**config.mk**
```make
export PLATFORM = sky130hd
export DESIGN_NAME = param_updown_counter
export DESIGN_NICKNAME = d
export VERILOG_FILES = /design/src/rtl/param_updown_counter_pkg.sv /design/src/rtl/param_updown_counter_step_prescaler.sv /design/src/rtl/param_updown_counter.sv
export SDC_FILE = /design/constraint.sdc
export NUM_CORES = 1
export LEC_CHECK = 0
export CAP_MARGIN = 20
export CORE_AREA = 2 2 39 41
export DETAILED_ROUTE_END_ITERATION = 7
export DIE_AREA = 0 0 41 43
export GPL_ROUTABILITY_DRIVEN = 0
export SYNTH_ARGS = -nofsm -noshare
export SYNTH_HDL_FRONTEND = slang
export SYNTH_SLANG_ARGS = --single-unit
```
**constraint.sdc**
```tcl
create_clock -name clk -period 2.08 [get_ports clk]
set_input_delay 0.416 -clock clk [delete_from_list [all_inputs] [get_ports clk]]
set_output_delay 0.416 -clock clk [all_outputs]
set_load 0.01 [all_outputs]
```
**src/rtl/param_updown_counter_pkg.sv**
```systemverilog
// Shared constants for the prescaled up/down counter: direction encoding and
// boundary-mode selection.
package param_updown_counter_pkg;

  localparam logic DIR_UP    = 1'b1;
  localparam logic DIR_DOWN  = 1'b0;
  localparam int   MODE_WRAP = 0;
  localparam int   MODE_SAT  = 1;

endpackage

```
**src/rtl/param_updown_counter_step_prescaler.sv**
```systemverilog
// Prescaler: emits a step strobe on every DIV-th enabled cycle. It holds while
// en is low and clears on reset or on clear.
module step_prescaler
  import param_updown_counter_pkg::*;
#(
  parameter int DIV = 1
) (
  input  logic clk,
  input  logic reset,
  input  logic en,
  input  logic clear,
  output logic step
);

  if (DIV < 1) begin : g_bad_div
    $error("step_prescaler: DIV must be >= 1");
  end

  localparam int CW = (DIV > 1) ? $clog2(DIV) : 1;
  localparam logic [CW-1:0] LAST = CW'(DIV - 1);

  logic [CW-1:0] cnt_q, cnt_d;
  logic          at_last;

  assign at_last = (cnt_q == LAST);
  assign step    = en && at_last;

  always_comb begin
    cnt_d = cnt_q;
    if (clear) begin
      cnt_d = '0;
    end else if (en) begin
      cnt_d = at_last ? '0 : cnt_q + 1'b1;
    end
  end

  always_ff @(posedge clk) begin
    if (reset) begin
      cnt_q <= '0;
    end else begin
      cnt_q <= cnt_d;
    end
  end

endmodule

```
**src/rtl/param_updown_counter.sv**
```systemverilog
// Prescaled up/down counter with a clamped parallel load, a wrap or saturate
// boundary mode, and a registered terminal-count pulse.
module param_updown_counter
  import param_updown_counter_pkg::*;
#(
  parameter int WIDTH    = 4,
  parameter int MAX_VAL  = 2**WIDTH - 1,
  parameter int SATURATE = MODE_WRAP,
  parameter int DIV      = 1
) (
  input  logic             clk,
  input  logic             reset,
  input  logic             en,
  input  logic             up_down_sw,
  input  logic             load,
  input  logic [WIDTH-1:0] data,
  output logic [WIDTH-1:0] count,
  output logic             at_max,
  output logic             at_min,
  output logic             tc
);

  if (MAX_VAL < 1 || MAX_VAL > 2**WIDTH - 1) begin : g_bad_max
    $error("param_updown_counter: MAX_VAL out of range 1..2**WIDTH-1");
  end
  if (DIV < 1) begin : g_bad_div
    $error("param_updown_counter: DIV must be >= 1");
  end

  localparam logic [WIDTH-1:0] MAX_C = WIDTH'(MAX_VAL);

  logic [WIDTH-1:0] count_q, count_d;
  logic             tc_q, tc_d;
  logic             step;
  logic             is_top, is_bot;

  step_prescaler #(.DIV(DIV)) u_prescaler (
    .clk   (clk),
    .reset (reset),
    .en    (en),
    .clear (load),
    .step  (step)
  );

  assign is_top = (count_q == MAX_C);
  assign is_bot = (count_q == '0);

  // Load masks the step strobe; tc flags only steps taken at the boundary
  // in the direction of travel.
  always_comb begin
    count_d = count_q;
    tc_d    = 1'b0;
    if (load) begin
      count_d = (data > MAX_C) ? MAX_C : data;
    end else if (step) begin
      if (up_down_sw == DIR_UP) begin
        if (is_top) begin
          tc_d    = 1'b1;
          count_d = (SATURATE == MODE_SAT) ? MAX_C : '0;
        end else begin
          count_d = count_q + 1'b1;
        end
      end else begin
        if (is_bot) begin
          tc_d    = 1'b1;
          count_d = (SATURATE == MODE_SAT) ? '0 : MAX_C;
        end else begin
          count_d = count_q - 1'b1;
        end
      end
    end
  end

  always_ff @(posedge clk) begin
    if (reset) begin
      count_q <= '0;
      tc_q    <= 1'b0;
    end else begin
      count_q <= count_d;
      tc_q    <= tc_d;
    end
  end

  assign count  = count_q;
  assign tc     = tc_q;
  assign at_max = is_top;
  assign at_min = is_bot;

endmodule

```
After elaboration in Yosys (flattened, before gate mapping)

Index checks and enable logic that the tools add are counted.

Add/sub/neg operators: 3
Order comparisons: 1
Equal/unequal tests: 1
Mux-type cells: 10
Bitwise operators: 2
Reductions and logical operators: 5

Operators with widths:

| kind                | count |
|---|---|
| $mux 4              | 6 |
| $add 4x1->4 const B | 1 |
| $eq 4x4->1 const B  | 1 |
| $gt 4x4->1 const B  | 1 |
| $logic_not 4->1     | 1 |
| $mux 1              | 4 |
| $sub 4x1->4 const B | 1 |
| $reduce_or 3->1     | 1 |
| $not 1->1           | 2 |
| $reduce_bool 2->1   | 1 |
| $reduce_or 2->1     | 1 |
| $add 1x1->1 const B | 1 |
| $logic_and 1x1->1   | 1 |

Bits in registers: 6
Input port bits: 9
Output and inout port bits: 7
Word-level logic and storage cells: 25

Longest topological paths before layout

Word-level depth: 5
Mapped depth: 6
Gate-level depth less buffers: 6

By module

A second synthesis with hierarchy kept.

Cell total of the unflattened synthesis: 46
Area total of the unflattened synthesis: 396.6 µm²

By module, submodules not included:

| module               | instances | cells an instance | area an instance (µm²) | sequential area each (µm²) |
|---|---|---|---|---|
| param_updown_counter | 1         | 45                | 389.1                  | 100.1 |
| step_prescaler       | 1         | 1                 | 7.5                    | 0.0 |

Worst setup path after synthesis

OpenSTA, ideal clock, no wires.

Kind: register -> register
Start point: register count_q[0] (netlist: count[0])
End point: register count_q[0] (netlist: count[0])
Library setup time: 86 ps
Arrival time: 1448 ps
Data required time: 1994 ps
Setup slack: 545 ps
Stages on the path, launching flop included: 7
Clock period less this slack: 1535 ps
Cell sequence: dfxtp_1 > inv_1 > ha_1 > or4b_4 > nand2_2 > nand3_2 > a221oi_2

Longest elaborated chain between the ends: 5
Elaborated cells between the ends (all ways): 9

Ends and longest elaborated chain:

| element                                   | line                                                   | RTL |
|---|---|---|
| start: declaration                        | param_updown_counter.sv:32                             | `logic [WIDTH-1:0] count_q, count_d;` |
| start signal: assignment                  | param_updown_counter.sv:79                             | `count_q <= count_d;` |
| $sub 4x1->4, or another cell as far along | param_updown_counter.sv:68                             | `count_d = count_q - 1'b1;` |
| $mux 4 (on tied branches)                 | param_updown_counter.sv:64, param_updown_counter.sv:57 |  |
| $mux 4 (*)                                | param_updown_counter.sv:56                             | `if (up_down_sw == DIR_UP) begin` |
| $mux 4 (*)                                | param_updown_counter.sv:55                             | `end else if (step) begin` |
| $mux 4 (*)                                | param_updown_counter.sv:53                             | `if (load) begin` |

Every way passes the cells marked *; elsewhere a longest branch is shown, timed or not. The select of a mux whose other input is x is not followed.
A chain may end at the register's enable or synchronous reset.

Worst setup path after layout

Start point: register count_q[1] (netlist: count[1])
End point: output port at_max

Longest elaborated chain between the ends: 1

Ends and longest elaborated chain:

| element          | line                       | RTL |
|---|---|---|
| $eq 4x4->1       | param_updown_counter.sv:45 | `assign is_top = (count_q == MAX_C);` |
| end: declaration | param_updown_counter.sv:18 | `output logic at_max,` |

Every way passes these cells.

==> out/qor.yml <==
routing:
  vias: 378
  drc_errors: 0
  ant_nets: 0
  drt_first_pass_iters: 4
  viasPerCell: 4.85
  first_iter_violations: 12
  wl_um: 815
  drt-wirelength-per-cell_um: 10.4
clock_tree:
  post_cts_resized: 2
  cts-hold-fix-buffers: 0
  ctsLongestPathBuffers: 2
  ctsRootBufferMaster: "clkbuf_4"
  clock_latency_ns: 0.24
  cts_tree: "yes"
  path_clk_slew_ns: 0.04
  postCtsSetupBuffers: 0
  cts_buffers: 3
  h-tree-depth: 1
  clock-sinks: 5
synthesis:
  ys_types: 29
  ys_ff_latch: 5
  synth_fp_nets: 56
  syn_avg_cell_area_um2: 8.65
  ys_warn_count: 0
  netlist_instances: 45
  seq_area_frac_synth: 0.257
  syn_area_um2: 389
grt:
  grt_pass1_wl_um: 1350
  grt_overflow: 0
  antenna_found_initial: 0
  grt_max_degree: 11
  grt_pass1_vias: 330
  grt_usage: 0.111
die:
  die_area_um2: 1760
  start_util: 0.281
  core_um2: 1380
  die_w_um: 41
  die_y_um: 43
  io_pins: 16
  num_rows: 14
sta:
  rsz0062_at_grt: "no"
  hold_viol_final: 0
  setup_viol: 0
  clock.fmax_mhz: 502
  fin_crit_sh: 0.958
  fin_worst_skew_ns: 0.000361
  period_minus_slack_ns: 1.99
  setup-tns-final_ns: 0
  worst_slew_pin_slew_ns: 0.361
  slew_viol_final: 0
  max_slew_margin: 0.758
hold_path:
  hold_path.class: "reg2reg"
critical_path:
  end_kind: "primary output"
  required_ns: 1.66
  startpoint_type: "flop"
  arrival_ns: 1.58
  critical_path_class: "reg2out"
  cp_max_fo: 8
  crit_end: "at_max"
  reg2reg_slack_ns: 0.52
  critPathLaunch: "count[1]"
  r2r_cells: 6
  reg2reg_to: "count[0]"
  r2r-start: "count[0]"
flow_run:
  drv_cap: 0
power_and_ir_drop:
  total_leakage_power_nw: 0.255
  finalPower_mw: 0.323
  peakVddDrop_mv: 0.399
  power_density_nw_per_um2: 560
final_layout:
  synthToLayoutAreaGrowth_pct: 48.6
  final_util: 0.418
  final_common_cell: "clkdlybuf4s50_1"
  drive_above_1_share: 0.194
  nNetsFinal: 74
  mostFrequentLayoutCells: "clkdlybuf4s50_1 (14), inv_1 (6), nor2_1 (3), clkbuf_4 (3), dfxtp_1 (3)"
  antenna_cells: 0
placed_design:
  portBuffers: 15
  dp_hpwl_um: 668
outcome:
  outcome: "finished clean"
-- cell usage after synthesis --
library cell / n / area [µm²]
dfxtp_1: 5 / 100
o41ai_1: 1 / 8.76
a21o_1: 1 / 7.51
xor2_1: 1 / 8.76
a221oi_2: 1 / 15.0
mux2i_1: 2 / 20.0
nand3_2: 1 / 10.0
clkbuf_1: 1 / 3.75
buf_2: 1 / 5.00
buf_6: 1 / 11.3
nand2_2: 1 / 6.26
nor2b_1: 1 / 6.26
a211oi_1: 1 / 7.51
and3_2: 1 / 7.51
ha_1: 2 / 25.0
nor3b_1: 1 / 7.51
nand2_1: 1 / 3.75
a221oi_1: 1 / 8.76
o21ai_0: 2 / 10.0
xnor2_1: 1 / 8.76
a21oi_1: 2 / 10.0
nand4_1: 2 / 12.5
a2111oi_2: 1 / 15.0
o21a_1: 1 / 7.51
or4b_4: 1 / 13.8
inv_1: 6 / 22.5
a211o_1: 1 / 8.76
nor2_1: 3 / 11.3
a31oi_1: 1 / 6.26
-- worst min-delay path by stage --
stage,startpoint,to,slack [ns],cells after the start
2_1_floorplan,reset,count[0],0.48,1
3_3_place_gp,count[0],count[0],0.69,2
3_5_place_dp,count[3],tc,0.68,2
4_1_cts,count[0],count[0],0.63,3
5_1_grt,count[0],count[0],0.67,3
6_report,count[0],count[0],0.62,3
-- worst max-delay path, stage by stage, from the launching register on --
cell and delay, ns:
dfxtp_2 0.40, ha_1 0.23, and3_2 0.18, clkdlybuf4s50_1 0.52
-- state kept, by name, indices dropped and copies added (netlist names) --
name and cells:
count 4, tc 1
-- final cells by class --
cell class / instances / area [µm²]
Inverter: 6 / 22.5
Fill cell: 145 / 806
Timing Repair Buffer: 16 / 160
Multi-Input combinational cell: 31 / 246
Sequential cell: 5 / 103
Tap cell: 16 / 20.0
Clock buffer: 4 / 26.3
-- cells by family after synthesis --
group,Yosys count,synth area share
AOI/OAI and AO/OA,13,0.270
and+or+nand+nor,12,0.203
buffers and inverters,9,0.109
DFF,5,0.257
xor gates and xnor gates,2,0.0450
muxes,2,0.0514
adders and majority gates,2,0.0643
-- metrics by stage --
stage	setup slack [ns]	instances	area, µm²	hold WS (ns)
3_3_place_gp	0.253	74	547	0.694
4_1_cts	0.0503	78	576	0.627
6_report	0.0876	78	578	0.622
5_1_grt	0.00703	78	578	0.672
2_1_floorplan	0.545	45	389	0.482
3_5_place_dp	0.239	74	547	0.683
-- report_power, final --
| part | leakage [nW] | internal [mW] | total (mW) | switching [mW] |
|---|---|---|---|---|
| Sequential | 0.0420 | 0.104 | 0.119 | 0.0146 |
| Clock | 0.0150 | 0.0725 | 0.111 | 0.0389 |
| Combinational | 0.198 | 0.0558 | 0.0934 | 0.0377 |
-- layer usage --
metal  track usage  part of all wire  up-vias
li1              -                 -      198
met1         0.135              0.46      173
met2         0.169              0.50        7
met3        0.0628             0.040        0
met4        0.0200                 0        0
met5             0                 0        -
Power figures use the tool's default switching activity.
